$ cat config.mk
export PLATFORM = sky130hd
export DESIGN_NAME = defuse_ctrl_flat
export DESIGN_NICKNAME = d
export VERILOG_FILES = /design/src/rtl/defuse_ctrl_if.sv /design/src/rtl/defuse_ctrl.sv /design/src/flat_wrapper.sv
export SDC_FILE = /design/constraint.sdc
export NUM_CORES = 1
export LEC_CHECK = 0
export CAP_MARGIN = 25
export CORE_MARGIN = 1.5
export CORE_UTILIZATION = 58
export CTS_BUF_LIST = sky130_fd_sc_hd__clkbuf_2
export DETAILED_ROUTE_END_ITERATION = 12
export HOLD_SLACK_MARGIN = 0.02
export PLACE_DENSITY = 0.95
export SYNTH_ARGS = -nofsm -noshare
export SYNTH_HDL_FRONTEND = slang
export SYNTH_SLANG_ARGS = --single-unit
$ cat constraint.sdc
create_clock -name clk -period 5.7 [get_ports clk]
set_clock_uncertainty 0.1 [all_clocks]
set_input_delay 1.14 -clock clk [delete_from_list [all_inputs] [get_ports clk]]
set_output_delay 1.14 -clock clk [all_outputs]
set_load 0.02 [all_outputs]
$ cat src/rtl/defuse_ctrl_if.sv
`default_nettype none
// ============================================================================
// Module      : defuse_ctrl_if
// Description : Bus bundle between the bomb-defuse sequencer and its
//               neighbours (button conditioners in, display/buzzer out).
//               slave  : sequencer view (conditioned inputs in, status out)
//               master : driver view   (conditioned inputs out, status in)
// Signals     : btn_pulse[3:0]  one-cycle digit pulses, bit i = digit i
//               arm_pulse       one-cycle arm/re-arm request
//               tick_1hz        one-cycle pulse per second
//               code_in         secret code, digit k in bits [2k+1:2k]
//               time_left[7:0]  seconds remaining
//               tries_left[1:0] attempts remaining
//               entry_cnt[2:0]  digits entered in current attempt
//               state_out[2:0]  current state encoding
//               defused, exploded, wrong_pulse, multi_err
// Revision    : 1.0 - initial release
// ============================================================================
interface defuse_ctrl_if #(
  parameter int CODE_LEN = 4
);
  logic [3:0]            btn_pulse;
  logic                  arm_pulse;
  logic                  tick_1hz;
  logic [2*CODE_LEN-1:0] code_in;
  logic [7:0]            time_left;
  logic [1:0]            tries_left;
  logic [2:0]            entry_cnt;
  logic [2:0]            state_out;
  logic                  defused;
  logic                  exploded;
  logic                  wrong_pulse;
  logic                  multi_err;

  modport slave (
    input  btn_pulse, arm_pulse, tick_1hz, code_in,
    output time_left, tries_left, entry_cnt, state_out,
           defused, exploded, wrong_pulse, multi_err
  );

  modport master (
    output btn_pulse, arm_pulse, tick_1hz, code_in,
    input  time_left, tries_left, entry_cnt, state_out,
           defused, exploded, wrong_pulse, multi_err
  );
endinterface
`default_nettype wire

$ cat src/rtl/defuse_ctrl.sv
`default_nettype none
// ============================================================================
// Module      : defuse_ctrl
// Description : Game sequencer for the bomb-defuse timer board. Runs the
//               arm / countdown / code-entry / verdict state machine from
//               conditioned button pulses and a 1 Hz tick.
// Ports       : clk    system clock
//               reset  synchronous, active-low reset
//               bus    defuse_ctrl_if.slave (inputs: btn_pulse, arm_pulse,
//                      tick_1hz, code_in; outputs: time_left, tries_left,
//                      entry_cnt, state_out, defused, exploded, wrong_pulse,
//                      multi_err) - all outputs registered
// Option      : DEFUSE_PENALTY_EN - a wrong attempt also removes PENALTY
//               seconds (plus 1 for a coincident tick), saturating at 0;
//               reaching 0 that way explodes regardless of tries left.
// Revision    : 1.0 - initial release
// ============================================================================
module defuse_ctrl #(
  parameter int CODE_LEN   = 4,
  parameter int START_TIME = 60,
  parameter int MAX_TRIES  = 3,
  parameter int PENALTY    = 10
) (
  input  wire logic    clk,
  input  wire logic    reset,
  defuse_ctrl_if.slave bus
);

  localparam int           c_W          = 2 * CODE_LEN;
  localparam logic [2:0]   c_CODE_LEN   = 3'(CODE_LEN);
  localparam logic [7:0]   c_START_TIME = 8'(START_TIME);
  localparam logic [1:0]   c_MAX_TRIES  = 2'(MAX_TRIES);
  localparam logic [8:0]   c_PENALTY    = 9'(PENALTY);
`ifdef DEFUSE_PENALTY_EN
  localparam bit           c_PENALTY_EN = 1'b1;
`else
  localparam bit           c_PENALTY_EN = 1'b0;
`endif

  typedef enum logic [2:0] {
    S_IDLE     = 3'd0,
    S_ARMED    = 3'd1,
    S_CHECK    = 3'd2,
    S_DEFUSED  = 3'd3,
    S_EXPLODED = 3'd4
  } state_t;

  state_t         r_state,  w_state_nxt;
  logic [7:0]     r_time,   w_time_nxt;
  logic [1:0]     r_tries,  w_tries_nxt;
  logic [2:0]     r_cnt,    w_cnt_nxt;
  logic [c_W-1:0] r_entry,  w_entry_nxt;
  logic [c_W-1:0] r_code,   w_code_nxt;
  logic           r_wrong,  w_wrong_nxt;
  logic           r_multi,  w_multi_nxt;

  logic [1:0]     w_idx;
  logic           w_onehot;
  logic           w_multihot;
  logic [7:0]     w_time_tick;
  logic [8:0]     w_sub;
  logic [7:0]     w_time_pen;
  logic [2:0]     w_cnt_inc;
  logic           w_complete;
  logic [c_W-1:0] w_shift;
  logic [1:0]     w_unused_oldest;

  // Clearing the lowest set bit leaves a non-zero value only for multi-hot.
  assign w_multihot  = (bus.btn_pulse & (bus.btn_pulse - 4'd1)) != 4'd0;
  assign w_onehot    = (bus.btn_pulse != 4'd0) && !w_multihot;
  assign w_time_tick = (bus.tick_1hz && (r_time != 8'd0)) ? r_time - 8'd1 : r_time;
  assign w_cnt_inc   = r_cnt + 3'd1;
  assign w_complete  = w_onehot && (w_cnt_inc == c_CODE_LEN);
  // New digit enters at the top, so after CODE_LEN digits the first one sits
  // in bits [1:0], lining up directly with the latched code layout.
  assign w_shift         = {w_idx, r_entry[c_W-1:2]};
  assign w_unused_oldest = r_entry[1:0];

  // Penalty path: remove PENALTY plus a coincident tick, floor at zero.
  assign w_sub      = c_PENALTY + {8'd0, bus.tick_1hz};
  assign w_time_pen = ({1'b0, r_time} > w_sub) ? 8'({1'b0, r_time} - w_sub) : 8'd0;

  always_comb begin
    w_idx = 2'd0;
    case (bus.btn_pulse)
      4'b0010: w_idx = 2'd1;
      4'b0100: w_idx = 2'd2;
      4'b1000: w_idx = 2'd3;
      default: w_idx = 2'd0;
    endcase
  end

  always_ff @(posedge clk) begin
    if (!reset) begin
      r_state <= S_IDLE;
      r_time  <= 8'd0;
      r_tries <= 2'd0;
      r_cnt   <= 3'd0;
      r_entry <= '0;
      r_code  <= '0;
      r_wrong <= 1'b0;
      r_multi <= 1'b0;
    end else begin
      r_state <= w_state_nxt;
      r_time  <= w_time_nxt;
      r_tries <= w_tries_nxt;
      r_cnt   <= w_cnt_nxt;
      r_entry <= w_entry_nxt;
      r_code  <= w_code_nxt;
      r_wrong <= w_wrong_nxt;
      r_multi <= w_multi_nxt;
    end
  end

  always_comb begin
    w_state_nxt = r_state;
    w_time_nxt  = r_time;
    w_tries_nxt = r_tries;
    w_cnt_nxt   = r_cnt;
    w_entry_nxt = r_entry;
    w_code_nxt  = r_code;
    w_wrong_nxt = 1'b0;
    w_multi_nxt = 1'b0;

    case (r_state)
      S_IDLE, S_DEFUSED, S_EXPLODED: begin
        if (bus.arm_pulse) begin
          w_state_nxt = S_ARMED;
          w_time_nxt  = c_START_TIME;
          w_tries_nxt = c_MAX_TRIES;
          w_cnt_nxt   = 3'd0;
          w_entry_nxt = '0;
          w_code_nxt  = bus.code_in;
        end
      end

      S_ARMED: begin
        w_time_nxt = w_time_tick;
        if (w_onehot) begin
          w_entry_nxt = w_shift;
          w_cnt_nxt   = w_cnt_inc;
        end else if (w_multihot) begin
          w_multi_nxt = 1'b1;
        end
        // Running out of time beats a completing digit on the same edge.
        if (w_time_tick == 8'd0) begin
          w_state_nxt = S_EXPLODED;
        end else if (w_complete) begin
          w_state_nxt = S_CHECK;
          // Verdict is computed on entry so it is visible during CHECK.
          w_wrong_nxt = (w_shift != r_code);
        end
      end

      S_CHECK: begin
        w_time_nxt = w_time_tick;
        if (!r_wrong) begin
          // A match wins even if this edge's tick empties the clock.
          w_state_nxt = S_DEFUSED;
        end else begin
          w_tries_nxt = r_tries - 2'd1;
          w_cnt_nxt   = 3'd0;
          if (c_PENALTY_EN) begin
            w_time_nxt = w_time_pen;
          end
          if ((w_tries_nxt == 2'd0) || (w_time_nxt == 8'd0)) begin
            w_state_nxt = S_EXPLODED;
          end else begin
            w_state_nxt = S_ARMED;
          end
        end
      end

      default: begin
        w_state_nxt = S_IDLE;
        w_time_nxt  = 8'd0;
        w_tries_nxt = 2'd0;
        w_cnt_nxt   = 3'd0;
        w_entry_nxt = '0;
        w_code_nxt  = '0;
      end
    endcase
  end

  assign bus.time_left   = r_time;
  assign bus.tries_left  = r_tries;
  assign bus.entry_cnt   = r_cnt;
  assign bus.state_out   = r_state;
  assign bus.defused     = (r_state == S_DEFUSED);
  assign bus.exploded    = (r_state == S_EXPLODED);
  assign bus.wrong_pulse = r_wrong;
  assign bus.multi_err   = r_multi;

endmodule
`default_nettype wire

$ cat src/flat_wrapper.sv
// flat-port wrapper written by rule: the top's interface ports become plain ports
module defuse_ctrl_flat 
#(
  parameter int CODE_LEN   = 4,
  parameter int START_TIME = 60,
  parameter int MAX_TRIES  = 3,
  parameter int PENALTY    = 10
)
  (clk, reset, bus_btn_pulse, bus_arm_pulse, bus_tick_1hz, bus_code_in, bus_time_left, bus_tries_left, bus_entry_cnt, bus_state_out, bus_defused, bus_exploded, bus_wrong_pulse, bus_multi_err);
  defuse_ctrl_if #(.CODE_LEN(CODE_LEN)) bus_i ();
  input  wire logic clk;
  input  wire logic reset;
  input wire logic [$bits(bus_i.btn_pulse)-1:0] bus_btn_pulse;
  input wire logic [$bits(bus_i.arm_pulse)-1:0] bus_arm_pulse;
  input wire logic [$bits(bus_i.tick_1hz)-1:0] bus_tick_1hz;
  input wire logic [$bits(bus_i.code_in)-1:0] bus_code_in;
  output wire logic [$bits(bus_i.time_left)-1:0] bus_time_left;
  output wire logic [$bits(bus_i.tries_left)-1:0] bus_tries_left;
  output wire logic [$bits(bus_i.entry_cnt)-1:0] bus_entry_cnt;
  output wire logic [$bits(bus_i.state_out)-1:0] bus_state_out;
  output wire logic [$bits(bus_i.defused)-1:0] bus_defused;
  output wire logic [$bits(bus_i.exploded)-1:0] bus_exploded;
  output wire logic [$bits(bus_i.wrong_pulse)-1:0] bus_wrong_pulse;
  output wire logic [$bits(bus_i.multi_err)-1:0] bus_multi_err;
  assign bus_i.btn_pulse = bus_btn_pulse;
  assign bus_i.arm_pulse = bus_arm_pulse;
  assign bus_i.tick_1hz = bus_tick_1hz;
  assign bus_i.code_in = bus_code_in;
  assign bus_time_left = bus_i.time_left;
  assign bus_tries_left = bus_i.tries_left;
  assign bus_entry_cnt = bus_i.entry_cnt;
  assign bus_state_out = bus_i.state_out;
  assign bus_defused = bus_i.defused;
  assign bus_exploded = bus_i.exploded;
  assign bus_wrong_pulse = bus_i.wrong_pulse;
  assign bus_multi_err = bus_i.multi_err;
  defuse_ctrl #(.CODE_LEN(CODE_LEN), .START_TIME(START_TIME), .MAX_TRIES(MAX_TRIES), .PENALTY(PENALTY)) u_core (.clk(clk), .reset(reset), .bus(bus_i));
endmodule
==> metrics.csv <==
metric,value,unit
pins over their slew limit,0,
Routed Antenna Nets,0,
GRT Residual Overflow,0,
Synth Cell Area,0.00190,mm2
drt total wl,4.37,mm
"Seq/Total Area, Yosys",0.338,
# diodes,0,
Hold Path Cell Cnt,2,
DR vias/cell,5.98,
"FFs w/ async S/R, synth",0,
"Reg clk slew, reported paths",170,ps
Inst Count DP,308,
syn avg cell area,7.90,um2
core area,0.00308,mm2
Seq cells post-synth,32,
largest net degree at the start of global routing,28,
crit path DAT,1930,ps
PwrDens,264,mW/mm2
starting density of the core,0.616,
Reg area,641,um2
number of global-route vias before repair,1547,
CP startpoint kind,flip-flop,
Post-CTS Setup Inserts,0,
Wirelength per Cell,13.8,um
IO Pins,36,
via count,1890,
DR iter-0 viols,148,
Leakage,0.838,nW
crit path kind,flip-flop to primary output,
initial antenna violation count,0,
hold slack,400,ps
TritonCTS clock tree,yes,
die width,60.2,um
Critical Path Sink Type,primary output,
reg2reg path depth,6,
Peak Freq,315,MHz
Layout Cells excl Fill,316,
FF-to-FF End,u_core.r_entry[4]$_SDFFE_PN0P_,
Final Util,0.753,
clock latency on the worst-skew pair,390,ps
placement row count,20,
CP Data Required Time,4460,ps
Root Buffer,clkbuf_2,
peak supply drop,0.167,mV
fillers,244,
GP Congestion,0.840,
RSZ-0062 raised after global routing,false,
Main synth FF type,dfxtp_1,
Hold Crit Start,u_core.r_code[6]$_SDFFE_PN0P_,
Hold Path End,u_core.r_code[6]$_SDFFE_PN0P_,
"Hold Vio Cnt, Final",0,
drc violations,0,
post-CTS resize count,0,
reg-to-reg startpoint,u_core.bus.state_out[0]$_SDFFE_PN0P_,
Yosys top cell area share,0.338,
relative slew slack,0.461,
CTS Buf Count,5,
number of distinct library cells after synthesis,52,
hold buffer count at CTS,0,
layout cells sized above 1,0.0699,
Total GRT Usage,0.263,
yosys warns,0,
most common cell in the synthesized netlist,dfxtp_1,
Worst R2R Setup Slack,3310,ps
area grow syn2layout,22.3,%
first-pass GRT wire length,7.13,mm
Worst Path Max Fanout,15,
Synth area leader,dfxtp_1,
Die ar.,0.00362,mm2
CTS H-tree depth,2,
CTS Sinks,32,
max-cap check violation count,0,
Final Cycle Share,0.557,
post-DP HPWL,3.20,mm
final setup violation count,0,
Port Buffer Count,35,
syn nets,261,
clock buffer depth,2,
Worst Tran Pin Value,808,ps
height of the die,60.2,um
Final Net Count,292,
"top cells by area, synth","dfxtp_1 34%, a21oi_1 8.2%, o21ai_0 6.3%",
commonest cells in the netlist,"32 x dfxtp_1, 31 x a21oi_1, 24 x o21ai_0",
post-route setup TNS,0,ps
Initial DRT Pass Iterations,4,
Multi-input gate area,0.00117,mm2
status,"finished, final reports clean",
worst min-delay path category,flip-flop to flip-flop,
Tmin final,3170,ps
Tot Pwr,0.612,mW
"EDFF count, synth",0,
synthesized instance count,240,
-- per-stage QoR --
stage	instance area, um2	setup slack, ps
3_3_place_gp	2250	2280
4_1_cts	2320	2530
2_1_floorplan	1900	3250
3_5_place_dp	2250	2320
6_report	2320	2530
5_1_grt	2320	2380
-- placed cells by master (no fill, tap or decap), types with 3 or more instances in the layout --
cell type / n
nand2b_1: 7
clkdlybuf4s50_1: 35
nor2_1: 13
o21ai_0: 24
a31oi_1: 3
nor2b_1: 4
xor2_1: 3
a21o_1: 6
nor3_1: 8
nand2_1: 16
clkbuf_2: 6
a21oi_1: 31
inv_1: 7
nand3_1: 10
or4_1: 3
dfxtp_1: 32
xnor2_1: 8
or3_1: 5
ha_1: 5
o21ai_1: 3
-- logic make-up (layout without fill, tap and decap cells) --
| family | Yosys count | after routing | share of synthesized area |
|---|---|---|---|
| and+or+nand+nor | 86 | 86 | 0.257 |
| xor gates and xnor gates | 11 | 11 | 0.0508 |
| DFF | 32 | 32 | 0.338 |
| AOI/OAI and AO/OA | 84 | 84 | 0.265 |
| buffers and inverters | 20 | 52 | 0.0455 |
| muxes | 1 | 1 | 0.00528 |
| adders and majority gates | 6 | 6 | 0.0383 |
-- worst max-delay path by stage --
stage | startpoint | depth (start not counted) | slack [ps] | to
after CTS | u_core.bus.state_out[0]$_SDFFE_PN0P_ | 3 | 2530 | bus_defused
after global routing | u_core.bus.state_out[0]$_SDFFE_PN0P_ | 3 | 2380 | bus_defused
after floorplan | bus_btn_pulse[1] | 6 | 3250 | u_core.r_entry[3]$_SDFFE_PN0P_
after global placement | bus_btn_pulse[3] | 6 | 2280 | u_core.bus.entry_cnt[0]$_SDFFE_PN0P_
after detailed placement | bus_btn_pulse[1] | 7 | 2320 | u_core.bus.entry_cnt[2]$_SDFFE_PN0P_
final | u_core.bus.state_out[0]$_SDFFE_PN0P_ | 3 | 2530 | bus_defused
-- state kept, by name, summed over array words and instances, names as in the netlist --
name,flops
u_core.r_entry,6
u_core.bus.entry_cnt,3
u_core.bus.state_out,3
u_core.bus.wrong_pulse,1
u_core.bus.tries_left,2
u_core.bus.time_left,8
u_core.r_code,8
u_core.bus.multi_err,1
-- cell type report --
cell class                      instances  share of cell area
Sequential cell                        32               0.276
Tap cell                               44              0.0237
Multi-Input combinational cell        188               0.504
Clock inverter                          2              0.0151
Timing Repair Buffer                   37               0.157
Clock buffer                            6              0.0130
Inverter                                7              0.0113
-- power by group --
group,internal [mW],total (mW),leakage (nW),switching (mW)
Clock,0.0755,0.154,0.0430,0.0788
Combinational,0.0853,0.193,0.534,0.108
Sequential,0.241,0.264,0.261,0.0231
-- worst max-delay path, stage by stage, from the launching register on --
cell	delay, ps
dfxtp_1	610
nand3b_1	250
inv_1	90
clkdlybuf4s50_1	590
-- layer usage --
metal / GRT usage / wire length, um / part of all wire / vias to the layer above
li1: - / - / - / 932
met1: 0.359 / 1950 / 0.45 / 879
met2: 0.394 / 2080 / 0.48 / 68
met3: 0.0801 / 252 / 0.058 / 11
met4: 0.0857 / 86 / 0.020 / 0
met5: 0 / 0 / 0 / -
Power figures use the tool's default switching activity.
